===== src/rtl/branch_resolve_queue_if.sv =====
`default_nettype none
// ============================================================================
// Module      : branch_resolve_queue_if
// Description : Bundle of the prediction, resolve and predictor-update
//               signals that connect fetch/execute to branch_resolve_queue.
//               master : fetch/execute side (drives pred_*, res_*)
//               slave  : the queue (drives pred_ready, upd_*, mispredict,
//                        count and, when MISPREDICT_COUNT_EN is defined,
//                        mp_count)
//               Parameter CW : width of the occupancy count.
//               Macro MISPREDICT_COUNT_EN adds the 16-bit mp_count signal.
// Revision    : 1.0 - initial release
// ============================================================================
interface branch_resolve_queue_if #(
    parameter int CW = 3
);
    logic          pred_valid;
    logic          pred_taken;
    logic          pred_ready;
    logic          res_valid;
    logic          res_taken;
    logic          upd_result;
    logic          upd_taken;
    logic          mispredict;
    logic [CW-1:0] count;
`ifdef MISPREDICT_COUNT_EN
    logic [15:0]   mp_count;
`endif

    modport master (
        output pred_valid,
        output pred_taken,
        output res_valid,
        output res_taken,
        input  pred_ready,
        input  upd_result,
        input  upd_taken,
        input  mispredict,
`ifdef MISPREDICT_COUNT_EN
        input  mp_count,
`endif
        input  count
    );

    modport slave (
        input  pred_valid,
        input  pred_taken,
        input  res_valid,
        input  res_taken,
        output pred_ready,
        output upd_result,
        output upd_taken,
        output mispredict,
`ifdef MISPREDICT_COUNT_EN
        output mp_count,
`endif
        output count
    );
endinterface
`default_nettype wire


===== src/rtl/branch_resolve_queue.sv =====
`default_nettype none
// ============================================================================
// Module      : branch_resolve_queue
// Description : Circular FIFO of predicted branch directions. Fetch pushes a
//               prediction, execute resolves the oldest one; the queue then
//               strobes the 2-bit predictor with the actual direction and
//               flags a mispredict, flushing all younger (wrong-path)
//               predictions on that same edge.
// Ports       : clk  - clock, all state on rising edge
//               rst  - synchronous active-high reset
//               bus  - branch_resolve_queue_if.slave
//                      pred_valid/pred_taken/pred_ready : prediction push
//                      res_valid/res_taken              : resolve of head
//                      upd_result/upd_taken/mispredict  : registered update
//                      count                            : valid entries
//                      mp_count (MISPREDICT_COUNT_EN)   : saturating total
// Config      : define MISPREDICT_COUNT_EN to build the mispredict counter.
// Revision    : 1.0 - initial release
// ============================================================================
module branch_resolve_queue #(
    parameter int DEPTH = 4,
    parameter int CW    = $clog2(DEPTH) + 1
) (
    input  wire logic            clk,
    input  wire logic            rst,
    branch_resolve_queue_if.slave bus
);

    localparam int            PW        = $clog2(DEPTH);
    localparam logic [CW-1:0] c_DEPTH   = CW'(DEPTH);
    localparam logic [CW-1:0] c_CNT_ONE = CW'(1);
    localparam logic [PW-1:0] c_PTR_ONE = PW'(1);

    logic [DEPTH-1:0] r_mem;
    logic [PW-1:0]    r_wr_ptr;
    logic [PW-1:0]    r_rd_ptr;
    logic [CW-1:0]    r_count;
    logic             r_upd_result;
    logic             r_upd_taken;
    logic             r_mispredict;

    logic             w_ready;
    logic             w_push;
    logic             w_pop;
    logic             w_head;
    logic             w_mp;

    // No pop-to-push bypass: readiness depends only on the registered count.
    assign w_ready = (r_count < c_DEPTH);
    assign w_push  = bus.pred_valid && w_ready;
    assign w_pop   = bus.res_valid && (r_count != '0);
    assign w_head  = r_mem[r_rd_ptr];
    assign w_mp    = w_pop && (bus.res_taken != w_head);

    // Pointers and occupancy. A mispredict empties the queue by snapping the
    // read pointer onto the write pointer; any push on that edge is
    // wrong-path and is dropped.
    always_ff @(posedge clk) begin
        if (rst) begin
            r_wr_ptr <= '0;
            r_rd_ptr <= '0;
            r_count  <= '0;
        end else if (w_mp) begin
            r_rd_ptr <= r_wr_ptr;
            r_count  <= '0;
        end else begin
            if (w_push) begin
                r_wr_ptr <= r_wr_ptr + c_PTR_ONE;
            end
            if (w_pop) begin
                r_rd_ptr <= r_rd_ptr + c_PTR_ONE;
            end
            case ({w_push, w_pop})
                2'b10:   r_count <= r_count + c_CNT_ONE;
                2'b01:   r_count <= r_count - c_CNT_ONE;
                default: r_count <= r_count;
            endcase
        end
    end

    // Entry storage needs no reset; stale entries sit outside [rd, wr).
    always_ff @(posedge clk) begin
        if (!rst && w_push && !w_mp) begin
            r_mem[r_wr_ptr] <= bus.pred_taken;
        end
    end

    // One-cycle registered predictor update.
    always_ff @(posedge clk) begin
        if (rst) begin
            r_upd_result <= 1'b0;
            r_upd_taken  <= 1'b0;
            r_mispredict <= 1'b0;
        end else begin
            r_upd_result <= w_pop;
            r_upd_taken  <= w_pop && bus.res_taken;
            r_mispredict <= w_mp;
        end
    end

`ifdef MISPREDICT_COUNT_EN
    logic [15:0] r_mp_count;

    // Counts on the same edge that registers mispredict high; saturates.
    always_ff @(posedge clk) begin
        if (rst) begin
            r_mp_count <= '0;
        end else if (w_mp && (r_mp_count != 16'hFFFF)) begin
            r_mp_count <= r_mp_count + 16'd1;
        end
    end

    assign bus.mp_count = r_mp_count;
`endif

    assign bus.pred_ready = w_ready;
    assign bus.upd_result = r_upd_result;
    assign bus.upd_taken  = r_upd_taken;
    assign bus.mispredict = r_mispredict;
    assign bus.count      = r_count;

endmodule
`default_nettype wire


===== src/flat_wrapper.sv =====
// flat-port wrapper written by rule: the top's interface ports become plain ports
module branch_resolve_queue_flat 
#(
    parameter int DEPTH = 4,
    parameter int CW    = $clog2(DEPTH) + 1
)
  (clk, rst, bus_pred_valid, bus_pred_taken, bus_res_valid, bus_res_taken, bus_pred_ready, bus_upd_result, bus_upd_taken, bus_mispredict, bus_count);
  branch_resolve_queue_if #(.CW(CW)) bus_i ();
  input  wire logic clk;
  input  wire logic rst;
  input wire logic [$bits(bus_i.pred_valid)-1:0] bus_pred_valid;
  input wire logic [$bits(bus_i.pred_taken)-1:0] bus_pred_taken;
  input wire logic [$bits(bus_i.res_valid)-1:0] bus_res_valid;
  input wire logic [$bits(bus_i.res_taken)-1:0] bus_res_taken;
  output wire logic [$bits(bus_i.pred_ready)-1:0] bus_pred_ready;
  output wire logic [$bits(bus_i.upd_result)-1:0] bus_upd_result;
  output wire logic [$bits(bus_i.upd_taken)-1:0] bus_upd_taken;
  output wire logic [$bits(bus_i.mispredict)-1:0] bus_mispredict;
  output wire logic [$bits(bus_i.count)-1:0] bus_count;
  assign bus_i.pred_valid = bus_pred_valid;
  assign bus_i.pred_taken = bus_pred_taken;
  assign bus_i.res_valid = bus_res_valid;
  assign bus_i.res_taken = bus_res_taken;
  assign bus_pred_ready = bus_i.pred_ready;
  assign bus_upd_result = bus_i.upd_result;
  assign bus_upd_taken = bus_i.upd_taken;
  assign bus_mispredict = bus_i.mispredict;
  assign bus_count = bus_i.count;
  branch_resolve_queue #(.DEPTH(DEPTH), .CW(CW)) u_core (.clk(clk), .rst(rst), .bus(bus_i));
endmodule

===== config.mk =====
export PLATFORM = sky130hd
export DESIGN_NAME = branch_resolve_queue_flat
export DESIGN_NICKNAME = d
export VERILOG_FILES = /design/src/rtl/branch_resolve_queue_if.sv /design/src/rtl/branch_resolve_queue.sv /design/src/flat_wrapper.sv
export SDC_FILE = /design/constraint.sdc
export NUM_CORES = 1
export LEC_CHECK = 0
export CAP_MARGIN = 40
export CORE_MARGIN = 2
export CORE_UTILIZATION = 49
export DETAILED_ROUTE_END_ITERATION = 12
export PLACE_DENSITY = 0.72
export SYNTH_ARGS = -nofsm -noshare
export SYNTH_HDL_FRONTEND = slang
export SYNTH_SLANG_ARGS = --single-unit

===== constraint.sdc =====
create_clock -name clk -period 2.3 [get_ports clk]
set_input_delay 0.345 -clock clk [delete_from_list [all_inputs] [get_ports clk]]
set_output_delay 0.345 -clock clk [all_outputs]
set_load 0.01 [all_outputs]

==> Yosys cells after proc, flatten, opt, wreduce, memory -nomap -nowiden <==
Cells that the tools add are included.
{ "totals": {"in_bits": 6, "out_inout_bits": 7, "regBits": 14} }
{ "classes": {"reduce_logical": 14, "n_addsub": 4, "bitwise_logic": 1, "n_eq_ne": 3, "mux": 8, "n_lt_le_gt_ge": 4} }
{ "op_table": {"columns": ["operator", "n"], "rows": [
  ["$logic_and A1 B1 Y1", 7],
  ["$lt A2 B3 Y1 const B", 2],
  ["$pmux W3 S2", 1],
  ["$add A2 B1 Y2 const B", 2],
  ["$bwmux W4", 1],
  ["$mux W2", 2],
  ["$reduce_bool A2 Y1", 2],
  ["$add A3 B1 Y3 const B", 1],
  ["$lt A3 B3 Y1 const B", 1],
  ["$reduce_bool A3 Y1", 1],
  ["$sub A3 B1 Y3 const B", 1],
  ["$bmux W1 S2", 1],
  ["$demux W1 S2", 1],
  ["$eq A2 B1 Y1 const B", 1],
  ["$eq A2 B2 Y1 const B", 1],
  ["$ge A2 B1 Y1 const B", 1],
  ["$logic_not A1 Y1", 2],
  ["$mux W1", 2],
  ["$reduce_and A2 Y1", 1],
  ["$reduce_or A2 Y1", 1],
  ["$ne A1 B1 Y1", 1],
  ["$not A1 Y1", 1]
]} }

==> Logic depth before layout (Yosys ltp) <==
Gate-level depths: netlist of the first run.
{ "logic_depth": {"depth_word": 6, "ltp_mapped": 9, "ltp_nobuf": 9} }

==> Worst setup path after synthesis of the first run <==
OpenSTA, ideal clock, no wires.
{ "synth_timing": {"path_kind": "register to register", "from": "register u_core.r_count[2] (netlist: u_core.bus.count[2])", "to": "register u_core.r_count[1] (netlist: u_core.bus.count[1])", "path_stages_with_launch": 9, "arrival_time_ps": 1892, "t_required_ps": 2236, "slack_ps": 344, "setup_ps": 64, "synth_period_minus_slack_ps": 1956, "path_buffers": 0, "path_cell_list": "dfxtp_1 o31ai_2 inv_1 ha_1 inv_1 fa_1 nor2_1 a21oi_1 nor2_1"} }
{ "synth_via": {"elab_chain_len": 4, "word_cells_on_any_way": 10, "classes_between": "1 x order compare; 2 x eq/ne; 1 x mux; 6 x reduce/logical"} }
{ "synth_lines": {"columns": ["item", "line", "text"], "rows": [
  ["start, declared", "branch_resolve_queue.sv:37", "logic [CW-1:0] r_count;"],
  ["start signal, assigned", "branch_resolve_queue.sv:74", "2'b10: r_count <= r_count + c_CNT_ONE;"],
  ["start signal, assigned", "branch_resolve_queue.sv:75", "2'b01: r_count <= r_count - c_CNT_ONE;"],
  ["start signal, assigned", "branch_resolve_queue.sv:76", "default: r_count <= r_count;"],
  ["$reduce_bool A3 Y1 *", "branch_resolve_queue.sv:51", "assign w_pop = bus.res_valid && (r_count != '0);"],
  ["$logic_and A1 B1 Y1 *", "branch_resolve_queue.sv:51", null],
  ["net u_core.w_pop", "branch_resolve_queue.sv:44", "logic w_pop;"],
  ["$eq A2 B1 Y1 (tied with other cells)", "branch_resolve_queue.sv:73", "case ({w_push, w_pop})"],
  ["$pmux W3 S2 (tied with other cells)", "branch_resolve_queue.sv:73", null]
]} }
The timed path passes the listed nets; every way through them passes the cells marked *.
A chain may end at the register's enable or synchronous reset.

==> Final worst setup path of the first run <==
{ "layout_timing": {"from": "register u_core.r_rd_ptr[0]", "to": "register u_core.r_mem[0] (enable)"} }
{ "layout_via": {"elab_chain_len": 6} }
{ "layout_lines": {"columns": ["item", "line", "text"], "rows": [
  ["start, declared", "branch_resolve_queue.sv:36", "logic [PW-1:0] r_rd_ptr;"],
  ["start signal, assigned", "branch_resolve_queue.sv:64", "r_rd_ptr <= r_wr_ptr;"],
  ["start signal, assigned", "branch_resolve_queue.sv:71", "r_rd_ptr <= r_rd_ptr + c_PTR_ONE;"],
  ["$bmux W1 S2", "branch_resolve_queue.sv:52", "assign w_head = r_mem[r_rd_ptr];"],
  ["$mux W1 (implied by the code)", "branch_resolve_queue.sv:52", null],
  ["$ne A1 B1 Y1", "branch_resolve_queue.sv:53", "assign w_mp = w_pop && (bus.res_taken != w_head);"],
  ["$logic_and A1 B1 Y1", "branch_resolve_queue.sv:53", null],
  ["$logic_not A1 Y1", "branch_resolve_queue.sv:83", "if (!rst && w_push && !w_mp) begin"],
  ["$logic_and A1 B1 Y1", "branch_resolve_queue.sv:83", null],
  ["end signal, assigned by index", "branch_resolve_queue.sv:84", "r_mem[r_wr_ptr] <= bus.pred_taken;"],
  ["end, declared", "branch_resolve_queue.sv:34", "logic [DEPTH-1:0] r_mem;"]
]} }
Every way passes these cells. The select of a mux whose other input is x is not followed.

==> flow_metrics.env, run 1 <==
export IMPL_port_buffer_count=12
export IMPL_avgSynthCellArea_um2=9.84
export IMPL_cts_sinks=14
export IMPL_ys_warn_count=0
export IMPL_top_layer="met4"
export IMPL_postCtsHoldBufs=0
export IMPL_layout_common_cells="12 x clkdlybuf4s50_1, 10 x dfxtp_1, 8 x inv_1, 8 x nor2_1, 5 x ha_1"
export IMPL_switchingPower_mw=0.370
export IMPL_fmax_mhz=512
export IMPL_setup_slack_ns=0.347
export IMPL_period_share=0.849
export IMPL_first_global_vias=555
export IMPL_boundaryPins=13
export IMPL_period_needed_ns=1.95
export IMPL_holdPathStages=2
export IMPL_clockRootBuffer="clkbuf_4"
export IMPL_die_h_um=42.8
export IMPL_ant_nets=0
export IMPL_num_antenna_cells=0
export IMPL_die_w_um=42.8
export IMPL_cts_max_level=1
export IMPL_multi_input_area_um2=380
export IMPL_cpPeakStageDelay_ns=0.57
export IMPL_antenna_found_initial=0
export IMPL_post_drt_wl_per_cell_um=12.6
export IMPL_rrSetupSlack_ns=0.35
export IMPL_final_nets=106
export IMPL_share_comb_of_total_power=0.457
export IMPL_grt_pass1_wl_mm=2.33
export IMPL_dr_wl_met2_um=671
export IMPL_p_seq_frac=0.370
export IMPL_worstHoldEndpoint="u_core.r_rd_ptr[0]"
export IMPL_swShare=0.366
export IMPL_drc=0
export IMPL_grt_max_degree=12
export IMPL_synthDistinctLibCells=27
export IMPL_cap_violations=0
export IMPL_dieArea_um2=1830
export IMPL_finalSetupTns_ns=0
export IMPL_viasPerCell=5.24
export IMPL_yosysSeqAreaShare=0.434
export IMPL_nFillCells=134
export IMPL_clock_path_buffers=2
export IMPL_drt_first_pass_iters=4
export IMPL_cp_slowest_cell="mux4_2"
export IMPL_area_delta_synth_final_pct=26.9
export IMPL_cts_buffers=3
export IMPL_rsz0062_at_grt="no"
export IMPL_startpoint_type="register"
export IMPL_syn_num_nets=87
export IMPL_synth_seq_cells=14
export IMPL_setup_violations=0
export IMPL_crit_family="multiplexers"
export IMPL_hold_viol_final=0
export IMPL_start_util=0.508
export IMPL_cts_tree="done"
export IMPL_clockPowerShare=0.173
export IMPL_hold_start="u_core.r_rd_ptr[0]"
export IMPL_pre_cts_slack_ns=0.135
export IMPL_overflow=0
export IMPL_rows=14
export IMPL_met1_length_um=633
export IMPL_postCtsResizedCells=0
export IMPL_crit_path_cell_trace="mux4_2, xor2_1, a21oi_1, and3_1"
export IMPL_wl_mm=1.38
export IMPL_grtUsageTotal=0.172
export IMPL_crit_fanout=5
export IMPL_core_area_um2=1450
export IMPL_regToRegStartpoint="u_core.r_rd_ptr[0]"
export IMPL_leakage_nw=0.379
export IMPL_post_cts_buffers=0
export IMPL_seq_area_um2=320
export IMPL_hold_class="reg2reg"
export IMPL_end_kind="register"
export IMPL_vias=571
export IMPL_power_density_nw_per_um2=1080
export IMPL_gp_congestion=0.762
export IMPL_maxSlewViolCount=0
export IMPL_synth_cell_area_um2=738
export IMPL_clk_pin_slew_ns=0.08
export IMPL_cp_required_ns=2.30
export IMPL_arrival_ns=1.95
export IMPL_drtIter0Drc=4
export IMPL_layout_drive_gt1_share=0.108
export IMPL_status="finished clean"
export IMPL_clk_latency_ns=0.28
export IMPL_final_common_cell="clkdlybuf4s50_1"
export IMPL_met3_length_um=62
export IMPL_crit_type="reg2reg"
export IMPL_crit_buf_inv=0
export IMPL_hpwl_mm=1.08
export IMPL_internal_power_mw=0.640
export IMPL_r2r_cells=4
export IMPL_tightest_slew_ns=0.488
export IMPL_finalClockSkew_ns=0.00345
export IMPL_synthCells=75
export IMPL_r2r_end="u_core.r_mem[0]"
export IMPL_max_slew_margin=0.672
export IMPL_peakVddDrop_mv=0.643
[how the worst max path moves through the flow]
stage                          end           startpoint  slack, ns  cells past startpoint
3_3_place_gp   u_core.bus.count[2]        bus_res_valid       0.20                     10
6_report           u_core.r_mem[0]   u_core.r_rd_ptr[0]       0.35                      4
5_1_grt            u_core.r_mem[0]   u_core.r_rd_ptr[0]       0.24                      4
2_1_floorplan  u_core.bus.count[1]  u_core.bus.count[2]       0.34                      8
4_1_cts            u_core.r_mem[0]   u_core.r_rd_ptr[0]       0.35                      4
3_5_place_dp   u_core.bus.count[2]       bus_pred_valid       0.13                     10
[logic make-up (layout without fill, tap and decap cells)]
logic type / Yosys count / in the layout / synth area share
XOR/XNOR: 7 / 7 / 0.0831
buffers and inverters: 10 / 28 / 0.0509
flip-flops: 14 / 14 / 0.434
AO/OA/AOI/OAI: 10 / 10 / 0.100
AND/OR/NAND/NOR: 26 / 26 / 0.176
adder cells (fa/ha/maj): 6 / 6 / 0.112
multiplexers: 2 / 2 / 0.0441
[power by group through the flow]
stage,Sequential (mW),Clock [mW],Combinational (mW)
detailed placement,0.379,0,0.457
floorplan,0.381,0,0.269
CTS,0.374,0.181,0.462
finish,0.374,0.174,0.462
global route,0.385,0.188,0.513
global placement,0.376,0,0.443
[cell usage after synthesis (all sizes together)]
| library cell | number | share of area |
|---|---|---|
| dfxtp | 10 | 0.27 |
| inv | 8 | 0.041 |
| nor2 | 8 | 0.041 |
| ha | 5 | 0.085 |
| and3 | 4 | 0.034 |
| edfxtp | 4 | 0.16 |
| nor3 | 4 | 0.027 |
| xor2 | 4 | 0.047 |
| a21oi | 3 | 0.020 |
| nand2 | 3 | 0.015 |
| xnor2 | 3 | 0.036 |
| clkbuf | 2 | 0.010 |
| nor2b | 2 | 0.017 |
| o311ai | 2 | 0.024 |
| a21o | 1 | 0.010 |
| a222oi | 1 | 0.014 |
| a31oi | 1 | 0.0085 |
| and2 | 1 | 0.0085 |
| fa | 1 | 0.027 |
| mux2i | 1 | 0.014 |
| mux4 | 1 | 0.031 |
| nand2b | 1 | 0.0085 |
| nand3 | 1 | 0.0068 |
| nor3b | 1 | 0.010 |
| o21ai | 1 | 0.0068 |
| o31ai | 1 | 0.017 |
| or3 | 1 | 0.0085 |
[state kept, by name, summed over array words and instances, names as in the netlist]
register and flops:
u_core.r_rd_ptr 2, u_core.bus.mispredict 1, u_core.bus.upd_taken 1, u_core.r_wr_ptr 2, u_core.r_mem 4, u_core.bus.upd_result 1
u_core.bus.count 3
[metrics by stage]
step / cells / total power [mW] / instance area (um^2) / hold WS [ns] / util
floorplan: 75 / 0.650 / 738 / 0.444 / -
CTS: 109 / 1.02 / 937 / 0.538 / 0.645
global route: 109 / 1.09 / 937 / 0.554 / 0.645
detailed placement: 105 / 0.836 / 901 / 0.527 / 0.620
global placement: 105 / 0.818 / 901 / 0.506 / 0.620
finish: 109 / 1.01 / 937 / 0.533 / 0.645
[final cells by class]
cell class,instances,area share
sequential,14,0.342
clock buffer,4,0.0387
tap,16,0.0214
multi-input combinational,51,0.406
inverter,8,0.0320
timing repair buffer,16,0.160
[metal layers]
layer	vias up	track usage
met2	13	0.294
met1	264	0.202
met5	-	0
met3	2	0.0426
met4	0	0.0750
li1	292	-
[worst min-delay path: cells and delay by family, from the launching register on]
kind / cells / cell delay (ns)
AOI/OAI and AO/OA: 1 / 0.06
DFF: 1 / 0.36
and+or+nand+nor: 1 / 0.07
No activity file was read; power rests on OpenSTA's default activity.
==> run 2: changes to the inputs <==
Clock period 2.3 ns to 1.9 ns, I/O delays scaled along.
==> run 2 against run 1 <==
Against the previous run: sequential power is 24% higher; largest power group unchanged; die area stayed put; clock skew hardly changed; clock-buffer cell count stayed put; final cell count is 5.5% higher; maximum frequency is 8.8% higher.
==> flow_metrics.env, run 2 (same netlist as run 1, synthesis figures left out) <==
export IMPL_drtIter0Drc=15
export IMPL_gp_congestion=0.753
export IMPL_grtUsageTotal=0.193
export IMPL_postLayoutCellArea_um2=1000
export IMPL_crit_buf_inv=0
export IMPL_hold_class="in2reg"
export IMPL_fmax_mhz=557
export IMPL_period_share=0.945
export IMPL_power_mw=1.30
export IMPL_internal_power_mw=0.826
export IMPL_cts_buffers=3
export IMPL_hold_viol_final=0
export IMPL_crit_type="reg2reg"
export IMPL_placed_area_um2=955
export IMPL_start_util=0.508
export IMPL_setup_violations=0
export IMPL_clock_path_buffers=2
export IMPL_leakage_nw=0.418
export IMPL_clk_pin_slew_ns=0.09
export IMPL_busiest_layer="met2"
export IMPL_die_h_um=42.8
export IMPL_final_common_cell="clkdlybuf4s50_1"
export IMPL_die_w_um=42.8
export IMPL_first_global_vias=638
export IMPL_largest_reg_flops=4
export IMPL_drc=0
export IMPL_setup_slack_ns=0.105
export IMPL_ant_nets=0
export IMPL_boundaryPins=13
export IMPL_cp_slowest_cell="mux4_2"
export IMPL_rows=14
export IMPL_finalClockSkew_ns=0.00361
export IMPL_groute_layer_met2_usage=0.339
export IMPL_swShare=0.362
export IMPL_largest_register="u_core.r_mem"
export IMPL_period_needed_ns=1.79
export IMPL_hpwl_mm=1.20
export IMPL_overflow=0
export IMPL_final_nets=112
export IMPL_cap_violations=0
export IMPL_num_antenna_cells=0
export IMPL_pre_cts_slack_ns=-0.228
export IMPL_share_comb_of_total_power=0.479
export IMPL_viasPerCell=5.27
export IMPL_crit_family="multiplexers"
export IMPL_peakVddDrop_mv=0.720
export IMPL_fin_cells=115
export IMPL_crit_fanout=4
export IMPL_arrival_ns=1.80
export IMPL_area_delta_synth_final_pct=35.9
export IMPL_switchingPower_mw=0.470
export IMPL_crit_path_cell_trace="mux4_2, xor2_1, a21oi_2, and3_1"
export IMPL_finalSetupTns_ns=0
export IMPL_use_met3=0.0298
export IMPL_rsz0062_at_grt="no"
export IMPL_hold_ws_ns=0.457
export IMPL_drt_first_pass_iters=4
export IMPL_max_slew_margin=0.792
export IMPL_layout_drive_gt1_share=0.202
export IMPL_cts_sinks=14
export IMPL_end_kind="register"
export IMPL_post_cts_buffers=0
export IMPL_port_buffer_count=12
export IMPL_core_area_um2=1450
export IMPL_tightest_slew_ns=0.308
export IMPL_dp_cells=111
export IMPL_clockRootBuffer="clkbuf_4"
export IMPL_wl_mm=1.49
export IMPL_power_density_nw_per_um2=1290
export IMPL_cts_tree="done"
export IMPL_layout_common_cells="11 x clkdlybuf4s50_1, 10 x buf_4, 9 x dfxtp_1, 8 x inv_1, 8 x nor2_1"
export IMPL_clockPowerShare=0.165
export IMPL_vias=606
export IMPL_maxSlewViolCount=0
export IMPL_utilization=0.690
export IMPL_gr_usage_met1=0.244
export IMPL_p_seq_frac=0.356
export IMPL_cp_required_ns=1.90
export IMPL_dieArea_um2=1830
export IMPL_clk_latency_ns=0.28
export IMPL_cts_max_level=1
export IMPL_status="finished clean"
export IMPL_antenna_found_initial=0
export IMPL_cpPeakStageDelay_ns=0.52
export IMPL_rrSetupSlack_ns=0.11
export IMPL_grt_pass1_wl_mm=2.73
export IMPL_post_drt_wl_per_cell_um=12.9
export IMPL_grt_max_degree=9
export IMPL_startpoint_type="register"
[run 2: timing repair]
item	4_1_cts	5_1_grt
resized for setup	0	5
hold buffers	0	0
endpoints found under the setup margin	0	5
[run 2: worst min-delay path, cell delays in order]
cell and delay (ns):
dlymetal6s2s_1 0.15, o31ai_4 0.06, buf_4 0.14, nor3_1 0.06
[run 2: power groups by stage]
| stage | Clock, mW | Combinational (mW) | Sequential, mW |
|---|---|---|---|
| final | 0.213 | 0.620 | 0.462 |
| after global routing | 0.231 | 0.701 | 0.473 |
| after CTS | 0.216 | 0.608 | 0.462 |
| after detailed placement | 0 | 0.605 | 0.468 |
| after global placement | 0 | 0.588 | 0.462 |
| after floorplan | 0 | 0.332 | 0.470 |
[run 2: final cells by class]
class	instances	area, um^2
Clock buffer	4	36.3
Fill cell	113	450
Inverter	8	30.0
Multi-Input combinational cell	51	398
Sequential cell	14	322
Tap cell	16	20.0
Timing Repair Buffer	22	198
[run 2: metal layers]
layer / share of wire / vias up
li1: - / 306
met1: 0.42 / 280
met3: 0.046 / 2
met2: 0.52 / 18
met4: 0.013 / 0
met5: 0 / -
[run 2: final timing paths]
kind | start | end | depth (start not counted)
worst max register to register | u_core.r_mem[2] | u_core.r_mem[0] | 4
worst max-delay path | u_core.r_mem[2] | u_core.r_mem[0] | 4
worst min register to register | u_core.r_rd_ptr[1] | u_core.r_rd_ptr[1] | 2
worst min-delay path | bus_res_valid | u_core.bus.mispredict | 4
==> run 3: changes to the inputs <==
Settings changed: GPL_TIMING_DRIVEN set to 0, PLACE_DENSITY 0.72 to 0.78.
==> run 3 against run 2 <==
Against the previous run: register-to-register slack worse by 0.05 ns; first-iteration DRC count down 20%; via count unchanged; global-route usage down 0.77 points; sequential share of layout area up 0.91 points; utilization down 1.4 points; critical endpoint unchanged.
==> flow_metrics.env, run 3 (same netlist as run 1, synthesis figures left out) <==
export IMPL_power_density_nw_per_um2=1310
export IMPL_period_needed_ns=1.85
export IMPL_grt_pass1_wl_mm=2.50
export IMPL_dieArea_um2=1830
export IMPL_cts_sinks=14
export IMPL_pre_cts_slack_ns=-0.422
export IMPL_crit_family="multiplexers"
export IMPL_largest_reg_flops=4
export IMPL_rows=14
export IMPL_placed_area_um2=877
export IMPL_multi_input_area_um2=418
export IMPL_start_util=0.508
export IMPL_layout_common_cells="11 x clkdlybuf4s50_1, 8 x nor2_1, 7 x dfxtp_1, 6 x inv_1, 5 x buf_4"
export IMPL_clk_pin_slew_ns=0.09
export IMPL_cts_tree="done"
export IMPL_drt_first_pass_iters=4
export IMPL_p_seq_frac=0.370
export IMPL_swShare=0.379
export IMPL_nFillCells=110
export IMPL_setup_violations=0
export IMPL_fmax_mhz=542
export IMPL_post_drt_wl_per_cell_um=13.9
export IMPL_setup_slack_ns=0.0543
export IMPL_num_antenna_cells=0
export IMPL_tightest_slew_ns=0.448
export IMPL_peakVddDrop_mv=0.529
export IMPL_viasPerCell=5.46
export IMPL_crit_buf_inv=0
export IMPL_cts_buffers=3
export IMPL_hold_class="in2reg"
export IMPL_core_area_um2=1450
export IMPL_arrival_ns=1.85
export IMPL_vias=606
export IMPL_grt_max_degree=11
export IMPL_cts_max_level=1
export IMPL_seq_area_um2=324
export IMPL_cpPeakStageDelay_ns=0.55
export IMPL_internal_power_mw=0.802
export IMPL_switchingPower_mw=0.489
export IMPL_die_h_um=42.8
export IMPL_area_delta_synth_final_pct=33.2
export IMPL_dp_cells=102
export IMPL_clockRootBuffer="clkbuf_4"
export IMPL_wl_mm=1.54
export IMPL_drtIter0Drc=12
export IMPL_rrSetupSlack_ns=0.05
export IMPL_hold_ws_ns=0.429
export IMPL_first_global_vias=563
export IMPL_r2r_cells=4
export IMPL_period_share=0.971
export IMPL_clk_latency_ns=0.28
export IMPL_hpwl_mm=1.02
export IMPL_overflow=0
export IMPL_power_mw=1.29
export IMPL_finalClockSkew_ns=0.00316
export IMPL_holdPathStages=2
export IMPL_leakage_nw=0.392
export IMPL_crit_start="u_core.r_mem[2]"
export IMPL_cp_slowest_cell="mux4_2"
export IMPL_port_buffer_count=11
export IMPL_gp_congestion=0.683
export IMPL_r2r_end="u_core.r_mem[0]"
export IMPL_postLayoutCellArea_um2=983
export IMPL_crit_type="reg2reg"
export IMPL_die_w_um=42.8
export IMPL_share_comb_of_total_power=0.460
export IMPL_rsz0062_at_grt="yes"
export IMPL_grtUsageTotal=0.185
export IMPL_layout_drive_gt1_share=0.221
export IMPL_crit_fanout=5
export IMPL_clock_path_buffers=2
export IMPL_maxSlewViolCount=0
export IMPL_end_kind="register"
export IMPL_path_depth=4
export IMPL_boundaryPins=13
export IMPL_final_nets=108
export IMPL_cp_required_ns=1.91
export IMPL_critPathCapture="u_core.r_mem[0]"
export IMPL_startpoint_type="register"
export IMPL_status="finished clean"
export IMPL_max_slew_margin=0.701
export IMPL_final_common_cell="clkdlybuf4s50_1"
export IMPL_regToRegStartpoint="u_core.r_mem[2]"
export IMPL_largest_register="u_core.r_mem"
export IMPL_antenna_found_initial=0
export IMPL_hold_viol_final=0
export IMPL_clockPowerShare=0.170
export IMPL_cap_violations=0
export IMPL_drc=0
export IMPL_ant_nets=0
export IMPL_crit_path_cell_trace="mux4_2, xor2_2, a21oi_2, and3_1"
export IMPL_fin_cells=111
[run 3: worst min-delay path by stage]
stage,start,end,slack (ns)
5_1_grt,bus_res_taken,u_core.bus.upd_taken,0.44
3_5_place_dp,u_core.r_rd_ptr[0],u_core.r_rd_ptr[0],0.52
4_1_cts,bus_res_taken,u_core.bus.upd_taken,0.43
3_3_place_gp,u_core.r_rd_ptr[0],u_core.r_rd_ptr[0],0.51
2_1_floorplan,bus_pred_taken,u_core.r_mem[0],0.38
6_report,bus_res_taken,u_core.bus.upd_taken,0.43
[run 3: cell type report]
type                    count  share of cell area
repair buffers             16               0.150
plain buffers               2             0.00763
multi-input cells          51               0.425
clock buffers               4              0.0369
inverters                   8              0.0305
well taps                  16              0.0204
flip-flops and latches     14               0.330
[run 3: metrics by stage]
stage	TNS, ns	utilization
after floorplan	0	-
after global placement	-0.657	0.603
after detailed placement	-0.744	0.603
after CTS	-0.00285	0.649
after global routing	-0.0239	0.676
final	0	0.676
[run 3: repair_timing]
action	in CTS	in global routing
endpoints found under the setup margin	6	6
buffers inserted	1	4
pin swaps	1	2
resized for setup	6	5
hold buffers	0	0
[run 3: power groups by stage]
stage               combinational, mW  clock, mW  sequential, mW
detailed placement              0.513          0           0.470
global route                    0.648      0.235           0.486
global placement                0.495          0           0.464
finish                          0.594      0.219           0.478
floorplan                       0.332          0           0.470
CTS                             0.555      0.219           0.469
[run 3: metal layers]
| metal | wire [um] | track usage |
|---|---|---|
| met5 | 0 | 0 |
| met2 | 777 | 0.294 |
| met3 | 51 | 0.0213 |
| met4 | 57 | 0.125 |
| met1 | 651 | 0.234 |
